$ cat src/rtl/lh_msg_framer_if.sv
`default_nettype none
// ============================================================================
//  Module      : lh_msg_framer_if
//  Description : Bus bundle between the message source / hash core and the
//                light-hash message framer.
//                  in_char/in_valid/in_last/in_ready : byte stream from source
//                  ptxt_char/ptxt_valid              : framed bytes to core
//                  digest_ready                      : core digest available
//                master = environment (source + core), slave = framer.
//  Revision    : 1.0  initial release
// ============================================================================
interface lh_msg_framer_if;
    logic [7:0] in_char;
    logic       in_valid;
    logic       in_last;
    logic       in_ready;
    logic [7:0] ptxt_char;
    logic       ptxt_valid;
    logic       digest_ready;

    modport master (
        output in_char, in_valid, in_last, digest_ready,
        input  in_ready, ptxt_char, ptxt_valid
    );

    modport slave (
        input  in_char, in_valid, in_last, digest_ready,
        output in_ready, ptxt_char, ptxt_valid
    );
endinterface
`default_nettype wire

$ cat src/rtl/lh_msg_framer.sv
`default_nettype none
// ============================================================================
//  Module      : lh_msg_framer
//  Description : Upstream front-end of the light-hash core. Buffers incoming
//                message bytes in a small FIFO, drops characters outside
//                [0-9A-Za-z] and frames each message to the core as
//                START_BYTE, accepted chars (at most MAX_LEN), FINISH_BYTE.
//                After FINISH it waits for digest_ready (bounded by TIMEOUT)
//                before framing the next message.
//  Ports       : clk, rst_n (async, active-low)
//                bus          : lh_msg_framer_if.slave (input stream, core side)
//                busy         : framer is not idle
//                err_char     : pulse, accepted byte dropped as invalid
//                err_overflow : sticky, current message truncated
//                err_timeout  : pulse, digest wait expired
//  Revision    : 1.0  initial release
// ============================================================================
module lh_msg_framer #(
    parameter int         FIFO_DEPTH  = 8,
    parameter int         MAX_LEN     = 64,
    parameter int         TIMEOUT     = 255,
    parameter logic [7:0] START_BYTE  = 8'hFF,
    parameter logic [7:0] FINISH_BYTE = 8'h00
) (
    input  logic             clk,
    input  logic             rst_n,
    lh_msg_framer_if.slave   bus,
    output logic             busy,
    output logic             err_char,
    output logic             err_overflow,
    output logic             err_timeout
);

    localparam int AW = $clog2(FIFO_DEPTH);
    localparam int PW = AW + 1;              // extra bit separates full from empty
    localparam int LW = $clog2(MAX_LEN + 1);
    localparam int TW = $clog2(TIMEOUT + 1);

    typedef enum logic [1:0] {
        ST_IDLE     = 2'd0,
        ST_STREAM   = 2'd1,
        ST_SEND_FIN = 2'd2,
        ST_WAIT_DIG = 2'd3
    } state_t;

    // ------------------------------------------------------------------
    // Input FIFO: entry = {has_char, last, char[7:0]}
    // ------------------------------------------------------------------
    logic [9:0]    fifo_mem_q [FIFO_DEPTH];
    logic [PW-1:0] wr_ptr_q, wr_ptr_d;
    logic [PW-1:0] rd_ptr_q, rd_ptr_d;

    logic          fifo_full;
    logic          fifo_empty;
    logic          char_ok;
    logic          accept;
    logic          fifo_wr;
    logic          fifo_rd;
    logic [9:0]    wr_entry;
    logic [9:0]    rd_entry;

    assign fifo_full  = (wr_ptr_q[AW] != rd_ptr_q[AW]) &&
                        (wr_ptr_q[AW-1:0] == rd_ptr_q[AW-1:0]);
    assign fifo_empty = (wr_ptr_q == rd_ptr_q);

    assign char_ok = ((bus.in_char >= 8'h30) && (bus.in_char <= 8'h39)) ||
                     ((bus.in_char >= 8'h41) && (bus.in_char <= 8'h5A)) ||
                     ((bus.in_char >= 8'h61) && (bus.in_char <= 8'h7A));

    // Readiness depends only on fullness; a same-cycle pop does not free a slot.
    assign bus.in_ready = !fifo_full;
    assign accept       = bus.in_valid && !fifo_full;

    // An invalid byte is only stored when it ends a message, so the frame
    // still gets closed; it carries no character.
    assign fifo_wr  = accept && (char_ok || bus.in_last);
    assign wr_entry = char_ok ? {1'b1, bus.in_last, bus.in_char}
                              : {1'b0, 1'b1, 8'h00};
    assign rd_entry = fifo_mem_q[rd_ptr_q[AW-1:0]];

    assign wr_ptr_d = wr_ptr_q + PW'(fifo_wr);
    assign rd_ptr_d = rd_ptr_q + PW'(fifo_rd);

    // Storage needs no reset: pointers alone define validity.
    always_ff @(posedge clk) begin
        if (fifo_wr) begin
            fifo_mem_q[wr_ptr_q[AW-1:0]] <= wr_entry;
        end
    end

    // ------------------------------------------------------------------
    // Framing state machine
    // ------------------------------------------------------------------
    state_t        state_q, state_d;
    logic [7:0]    ptxt_char_q, ptxt_char_d;
    logic          ptxt_valid_q, ptxt_valid_d;
    logic [LW-1:0] len_q, len_d;
    logic [TW-1:0] timer_q, timer_d;
    logic          err_char_q, err_char_d;
    logic          err_overflow_q, err_overflow_d;
    logic          err_timeout_q, err_timeout_d;

    assign err_char_d = accept && !char_ok;

    always_comb begin
        state_d        = state_q;
        ptxt_char_d    = ptxt_char_q;
        ptxt_valid_d   = 1'b0;
        len_d          = len_q;
        timer_d        = timer_q;
        err_overflow_d = err_overflow_q;
        err_timeout_d  = 1'b0;
        fifo_rd        = 1'b0;

        case (state_q)
            ST_IDLE: begin
                if (!fifo_empty) begin
                    ptxt_char_d    = START_BYTE;
                    ptxt_valid_d   = 1'b1;
                    len_d          = '0;
                    err_overflow_d = 1'b0;
                    state_d        = ST_STREAM;
                end
            end

            ST_STREAM: begin
                if (!fifo_empty) begin
                    fifo_rd = 1'b1;
                    if (rd_entry[9]) begin
                        if (len_q != LW'(MAX_LEN)) begin
                            ptxt_char_d  = rd_entry[7:0];
                            ptxt_valid_d = 1'b1;
                            len_d        = len_q + LW'(1);
                        end else begin
                            // Length budget exhausted: swallow the char.
                            err_overflow_d = 1'b1;
                        end
                    end
                    if (rd_entry[8]) begin
                        state_d = ST_SEND_FIN;
                    end
                end
            end

            ST_SEND_FIN: begin
                ptxt_char_d  = FINISH_BYTE;
                ptxt_valid_d = 1'b1;
                timer_d      = '0;
                state_d      = ST_WAIT_DIG;
            end

            ST_WAIT_DIG: begin
                // Digest wins over a simultaneous expiry.
                if (bus.digest_ready) begin
                    state_d = ST_IDLE;
                end else if (timer_q == TW'(TIMEOUT - 1)) begin
                    err_timeout_d = 1'b1;
                    state_d       = ST_IDLE;
                end else begin
                    timer_d = timer_q + TW'(1);
                end
            end

            default: begin
                state_d = ST_IDLE;
            end
        endcase
    end

    always_ff @(posedge clk or negedge rst_n) begin
        if (!rst_n) begin
            state_q        <= ST_IDLE;
            wr_ptr_q       <= '0;
            rd_ptr_q       <= '0;
            ptxt_char_q    <= 8'h00;
            ptxt_valid_q   <= 1'b0;
            len_q          <= '0;
            timer_q        <= '0;
            err_char_q     <= 1'b0;
            err_overflow_q <= 1'b0;
            err_timeout_q  <= 1'b0;
        end else begin
            state_q        <= state_d;
            wr_ptr_q       <= wr_ptr_d;
            rd_ptr_q       <= rd_ptr_d;
            ptxt_char_q    <= ptxt_char_d;
            ptxt_valid_q   <= ptxt_valid_d;
            len_q          <= len_d;
            timer_q        <= timer_d;
            err_char_q     <= err_char_d;
            err_overflow_q <= err_overflow_d;
            err_timeout_q  <= err_timeout_d;
        end
    end

    assign bus.ptxt_char  = ptxt_char_q;
    assign bus.ptxt_valid = ptxt_valid_q;
    assign busy           = (state_q != ST_IDLE);
    assign err_char       = err_char_q;
    assign err_overflow   = err_overflow_q;
    assign err_timeout    = err_timeout_q;

endmodule
`default_nettype wire
$ cat src/flat_wrapper.sv
// flat-port wrapper written by rule: the top's interface ports become plain ports
module lh_msg_framer_flat 
#(
    parameter int         FIFO_DEPTH  = 8,
    parameter int         MAX_LEN     = 64,
    parameter int         TIMEOUT     = 255,
    parameter logic [7:0] START_BYTE  = 8'hFF,
    parameter logic [7:0] FINISH_BYTE = 8'h00
)
  (clk, rst_n, busy, err_char, err_overflow, err_timeout, bus_in_char, bus_in_valid, bus_in_last, bus_digest_ready, bus_in_ready, bus_ptxt_char, bus_ptxt_valid);
  lh_msg_framer_if bus_i ();
  input  logic clk;
  input  logic rst_n;
  output logic busy;
  output logic err_char;
  output logic err_overflow;
  output logic err_timeout;
  input wire logic [$bits(bus_i.in_char)-1:0] bus_in_char;
  input wire logic [$bits(bus_i.in_valid)-1:0] bus_in_valid;
  input wire logic [$bits(bus_i.in_last)-1:0] bus_in_last;
  input wire logic [$bits(bus_i.digest_ready)-1:0] bus_digest_ready;
  output wire logic [$bits(bus_i.in_ready)-1:0] bus_in_ready;
  output wire logic [$bits(bus_i.ptxt_char)-1:0] bus_ptxt_char;
  output wire logic [$bits(bus_i.ptxt_valid)-1:0] bus_ptxt_valid;
  assign bus_i.in_char = bus_in_char;
  assign bus_i.in_valid = bus_in_valid;
  assign bus_i.in_last = bus_in_last;
  assign bus_i.digest_ready = bus_digest_ready;
  assign bus_in_ready = bus_i.in_ready;
  assign bus_ptxt_char = bus_i.ptxt_char;
  assign bus_ptxt_valid = bus_i.ptxt_valid;
  lh_msg_framer #(.FIFO_DEPTH(FIFO_DEPTH), .MAX_LEN(MAX_LEN), .TIMEOUT(TIMEOUT), .START_BYTE(START_BYTE), .FINISH_BYTE(FINISH_BYTE)) u_core (.clk(clk), .rst_n(rst_n), .bus(bus_i), .busy(busy), .err_char(err_char), .err_overflow(err_overflow), .err_timeout(err_timeout));
endmodule
$ cat config.mk
export PLATFORM = sky130hd
export DESIGN_NAME = lh_msg_framer_flat
export DESIGN_NICKNAME = d
export VERILOG_FILES = /design/src/rtl/lh_msg_framer_if.sv /design/src/rtl/lh_msg_framer.sv /design/src/flat_wrapper.sv
export SDC_FILE = /design/constraint.sdc
export NUM_CORES = 1
export LEC_CHECK = 0
export CAP_MARGIN = 20
export CORE_ASPECT_RATIO = 0.7
export CORE_MARGIN = 3
export CORE_UTILIZATION = 25
export DETAILED_ROUTE_END_ITERATION = 16
export GPL_ROUTABILITY_DRIVEN = 0
export SLEW_MARGIN = 20
export SYNTH_ARGS = -nofsm -noshare
export SYNTH_HDL_FRONTEND = slang
export SYNTH_SLANG_ARGS = --single-unit
$ cat constraint.sdc
create_clock -name clk -period 4.7 [get_ports clk]
set_input_delay 1.41 -clock clk [delete_from_list [all_inputs] [get_ports clk]]
set_output_delay 1.41 -clock clk [all_outputs]
set_load 0.005 [all_outputs]
# Word level (Yosys, flattened, before mapping)
# Memories as Yosys holds them, arrays and structs flattened.
# Cells that the tools add are included.
# Widths: inputs -> output; s select.
classes:
  addsub: 4
  multipliers: 0
  div_mod_pow: 0
  n_lt_le_gt_ge: 6
  n_eq_ne: 17
  n_shift: 0
  mux: 36
  n_bitwise: 0
  n_reduce_logical: 22
ops:
  columns: ["cell", "count"]
  rows:
  - ["$mux 8", 6]
  - ["$mux 7", 4]
  - ["$pmux 8 s3", 1]
  - ["$ge 8x7->1 const B", 2]
  - ["$le 8x7->1 const B", 2]
  - ["$pmux 8 s2", 1]
  - ["$reduce_and 5->1", 3]
  - ["$mux 1", 14]
  - ["$pmux 7 s2", 1]
  - ["$mux 10", 1]
  - ["$mux 2", 5]
  - ["$ne 2x2->1 const B", 5]
  - ["$add 4x1->4", 2]
  - ["$add 8x1->8 const B", 1]
  - ["$eq 8x8->1 const B", 1]
  - ["$ge 8x6->1 const B", 1]
  - ["$le 8x6->1 const B", 1]
  - ["$pmux 2 s4", 1]
  - ["$add 7x1->7 const B", 1]
  - ["$logic_and 1x1->1", 7]
  - ["$ne 7x7->1 const B", 1]
  - ["$ne 2x1->1 const B", 3]
  - ["$reduce_bool 2->1", 3]
  - ["$eq 2x2->1 const B", 2]
  - ["13 further kinds", 16]
word_totals:
  regBits: 37
  latchBits: 0
  mem_bits_rw: 80
  rom_bits: 0
  input_bits: 13
  out_inout_bits: 14
  word_cells: 96
  memories: 1
memory_table:
  columns: ["name", "depth", "width", "read_ports", "rd_ports_with_merged_regs", "wr", "line_no", "source"]
  rows:
  - ["u_core.fifo_mem_q", 8, 10, 1, 0, 1, "lh_msg_framer.sv:49", "logic [9:0] fifo_mem_q [FIFO_DEPTH];"]

# Depth between registers and ports, before layout
logic_depth:
  depth_word: 8
  depth_mapped: 9
  ltp_nobuf: 8

# Worst setup path before layout
# No wires, ideal clock.
synth_timing:
  path_type: "input -> register"
  startpoint: "input port bus_in_char[1]"
  endpoint: "memory u_core.fifo_mem_q[4][0], enable pin"
  setup_time_ns: 0.408
  t_arrival_ns: 3.646
  required_time_ns: 4.292
  setup_slack_ns: 0.646
  cell_stages: 5
  n_path_buf: 0
  path_cell_list: "a21oi_1 > o22ai_1 > a211oi_2 > o21bai_2 > nor4b_1"
synth_via:
  elab_chain_len: 8
  word_cells_on_any_way: 15
  cone_classes: "order compare (6); mux (2); reduce/logical (7)"
synth_rtl:
  columns: ["element", "line_no", "source"]
  rows:
  - ["start, declared", "flat_wrapper.sv:18", "input wire logic [$bits(bus_i.in_char)-1:0] bus_in_char;"]
  - ["$ge 8x6->1, or another cell as far along", "lh_msg_framer.sv:66", "assign char_ok = ((bus.in_char >= 8'h30) && (bus.in_char <= 8'h39)) ||"]
  - ["$logic_and 1x1->1 (on tied branches)", "lh_msg_framer.sv:66, lh_msg_framer.sv:67", null]
  - ["$logic_or 1x1->1", "lh_msg_framer.sv:66", null]
  - ["$logic_or 1x1->1 (*)", "lh_msg_framer.sv:67", "((bus.in_char >= 8'h41) && (bus.in_char <= 8'h5A)) ||"]
  - ["via u_core.char_ok", "lh_msg_framer.sv:55", "logic char_ok;"]
  - ["$logic_or 1x1->1 (*)", "lh_msg_framer.sv:76", "assign fifo_wr = accept && (char_ok || bus.in_last);"]
  - ["$logic_and 1x1->1 (*)", "lh_msg_framer.sv:76", null]
  - ["$mux 1 (*)", "lh_msg_framer.sv:86", "if (fifo_wr) begin"]
  - ["$mux 1 (not written as such) (*)", "lh_msg_framer.sv:87", "fifo_mem_q[wr_ptr_q[AW-1:0]] <= wr_entry;"]
  - ["end, declared", "lh_msg_framer.sv:49", null]
# Mark *: on every way through the listed nets, which the timed path passes. The rest lies on a longest branch.

# Worst setup path after layout
layout_timing:
  startpoint: "register u_core.rd_ptr_q[2]"
  endpoint: "output port bus_in_ready"
layout_via:
  elab_chain_len: 3
layout_rtl:
  columns: ["element", "line_no", "source"]
  rows:
  - ["start, declared", "lh_msg_framer.sv:51", "logic [PW-1:0] rd_ptr_q, rd_ptr_d;"]
  - ["start signal, assigned", "lh_msg_framer.sv:185", "rd_ptr_q <= rd_ptr_d;"]
  - ["$eq 3x3->1", "lh_msg_framer.sv:63", "(wr_ptr_q[AW-1:0] == rd_ptr_q[AW-1:0]);"]
  - ["$logic_and 1x1->1", "lh_msg_framer.sv:62", "assign fifo_full = (wr_ptr_q[AW] != rd_ptr_q[AW]) &&"]
  - ["$logic_not 1->1", "lh_msg_framer.sv:71", "assign bus.in_ready = !fifo_full;"]
  - ["end, declared", "flat_wrapper.sv:22", "output wire logic [$bits(bus_i.in_ready)-1:0] bus_in_ready;"]
# Every way passes these cells.

==> run summary <==
EDFF count, synth: 80
Post-DP HPWL: 7.44 mm
Worst clock skew: 0.0101 ns
Post-route antenna net violation count: 0
Pin count of the biggest net entering global routing: 38
Maximum count of clock buffers along a single path: 2
Crit-path cells: xnor2_1, nand4_1, clkdlybuf4s50_1
Clock Sink Count: 117
Pin slew with the least headroom to its limit: 0.947 ns
Initial core utilization: 25.9%
Ant diodes: 0
Area of the core: 20100 um2
Cells after Synth: 344
Most common library cell in the layout ignoring fill and taps: edfxtp_1
Max H-tree Level: 4
Global-route wire length before repair: 17.6 mm
Crit path max-delay cell type: dfrtp_1
Gates resized, CTS repair: 0
Critical path data arrival time: 2.20 ns
Post-CTS setup-driven buffer insertion count: 0
Proportion of netlist area held by the largest area contributor: 46.3%
Cell count of the worst reg-to-reg path: 5
Top cells by area in the synthesized netlist: edfxtp_1, dfrtp_1, mux4_2, ha_1, xnor2_1
Wirelength, routed: 11.0 mm
Result of the run: completed
Area of the mapped netlist: 5190 um2
Vias per cell: 4.57
Final core area utilization: 32.1%
Post-synthesis to final-layout area growth: 24.1%
Number of primary I/O pins: 27
Capture instance of the worst register-to-register path: u_core.fifo_mem_q[5][9]
Final critical path time including I/O delays and setup: 3.61 ns
Setup violation total in the final timing report: 0
Worst setup path category: register to output port
Hold Path Stages: 1
Count of state elements after synthesis: 117
Prevailing post-synth register cell: edfxtp_1
Worst-path clk slew: 0.05 ns
Initial antenna violation count: 0
Number of slew-limit violations in the final report: 0
Worst hold endpoint: u_core.wr_ptr_q[3]
Number of distinct library cells after synthesis: 53
Average wire per standard cell: 16.4 um
Classification of the worst-slack hold path: register to register
Input/output buffers: 26
Max_cap viols: 0
Count of hold buffers inserted by post-cts repair: 0
CTS Root Buffer Type: clkbuf_16
Placed cell areas: 5830 um2
Worst Path Max Fanout: 17
Mean cell area of the mapped netlist: 15.1 um2
Most frequent cells in the layout: edfxtp_1, dfrtp_1, clkdlybuf4s50_1
Total power per unit cell area: 634 nW/um2
DRC viols: 0
Data required time at the worst endpoint: 3.29 ns
Type of element launching the critical path: register
Worst-case register-to-register setup slack: 1.80 ns
Fraction of layout instances using a drive strength above 1: 19.4%
Net count of the finished layout: 415
Highest achievable clock rate: 277 MHz
Kind of end point of the critical path: output port
Num CTS Buffers: 17
YS warnings: 0
Part of the Yosys area used for sequential elements: 64.1%
Final Hold Vio Count: 0
Die footprint: 22600 um2
Crit share post-route: 76.9%
Violation count after the first detailed-route iteration: 250
Cell taking the most area after synthesis: edfxtp_1
Tightest slew margin relative to the limit: 36.7%
Via Count: 3070
Share of flip-flops with an asynchronous set or reset: 31.6%
Setup repair after global routing missed its margin: no
Clock tree from TritonCTS: yes
Maximum resistive drop on vdd: 0.263 mV
Number of cell rows: 43
Leakage: 2.29 nW
Hold path startpoint: u_core.wr_ptr_q[3]
Worst reg2reg path startpoint: u_core.rd_ptr_q[2]
Pre-Repair DR Iteration Count: 4
Clock insertion delay at the later pin of the skew report: 0.41 ns
Final instance area: 6440 um2
Combined global-route utilization of all metal layers: 10.4%
Vias in the first global route: 3158
Congestion Overflow GR: 0
Delay contributed by the slowest stage of the critical path: 0.84 ns
Die Y: 127 um
Die width: 178 um
Summed negative setup slack over all endpoints: 0 ns
==> worst max path at each step <==
stage                            start                 endpoint  depth (start not counted)
global route        u_core.rd_ptr_q[2]             bus_in_ready                          3
floorplan               bus_in_char[1]  u_core.fifo_mem_q[4][0]                          5
global placement        bus_in_char[0]  u_core.fifo_mem_q[7][4]                          6
detailed placement      bus_in_char[0]  u_core.fifo_mem_q[5][1]                          6
finish              u_core.rd_ptr_q[2]             bus_in_ready                          3
CTS                 u_core.rd_ptr_q[2]             bus_in_ready                          3
==> through the flow <==
| step | hold slack (ns) | instances | setup WS, ns | power (mW) |
|---|---|---|---|---|
| 4_1_cts | 0.501 | 672 | 1.03 | 4.13 |
| 3_3_place_gp | 0.488 | 640 | 0.817 | 2.73 |
| 5_1_grt | 0.520 | 672 | 0.941 | 4.32 |
| 2_1_floorplan | 0.461 | 351 | 0.646 | 2.36 |
| 6_report | 0.498 | 672 | 1.09 | 4.08 |
| 3_5_place_dp | 0.494 | 640 | 0.721 | 2.78 |
==> logic make-up after synthesis <==
| logic type | count (synthesis) | share of synthesized area (%) |
|---|---|---|
| muxes | 33 | 10.9 |
| other | 1 | 0.0722 |
| xor gates and xnor gates | 14 | 2.36 |
| adders and majority gates | 13 | 3.13 |
| AOI/OAI and AO/OA | 50 | 7.54 |
| DFF | 117 | 64.1 |
| and+or+nand+nor | 87 | 9.35 |
| buffers and inverters | 29 | 2.53 |
==> power breakdown <==
group / switching (mW) / internal (mW)
logic: 0.697 / 0.616
clock network: 0.453 / 0.881
registers: 0.149 / 1.29
==> synthesized netlist by cell type, types with 4 or more instances <==
cell	instances
nor3_1	5
buf_2	6
a221o_1	9
inv_1	13
mux4_2	18
ha_1	13
and2_1	8
xnor2_1	11
a211oi_1	6
edfxtp_1	80
clkbuf_1	6
mux2_2	8
o21ai_0	7
nand2_1	18
mux2i_1	7
nor2_1	20
dfrtp_1	37
nand3_1	8
a21oi_1	8
nand4_1	4
==> state kept, by name, indices dropped and copies added (netlist names), 2 cells and up <==
name / cells
u_core.fifo_mem_q: 80
u_core.bus.ptxt_char: 8
u_core.timer_q: 8
u_core.len_q: 7
u_core.rd_ptr_q: 4
u_core.wr_ptr_q: 4
u_core.state_q: 2
==> critical path, delay by kind of cell (launching register included) <==
family                    cells  cell delay (ns)
DFF                           1             0.84
xor gates and xnor gates      1             0.23
buffers and inverters         1             0.51
and+or+nand+nor               1             0.22
==> layer usage <==
metal,up-vias,GRT usage [%],part of all wire [%]
met5,-,0,0
met4,0,3.48,0.78
met3,11,4.07,6.8
met2,70,14.0,42
met1,1577,15.3,50
li1,1412,-,-
==> area by class of cell <==
cell class                 count  area [um2]
fill                        1913       13600
sequential                   117        3330
multi-input combinational    205        1790
clock buffer                  18         429
tap                          270         338
timing repair buffer          35         323
clock inverter                14         185
inverter                      13        48.8
(Power assumes the default switching activity.)
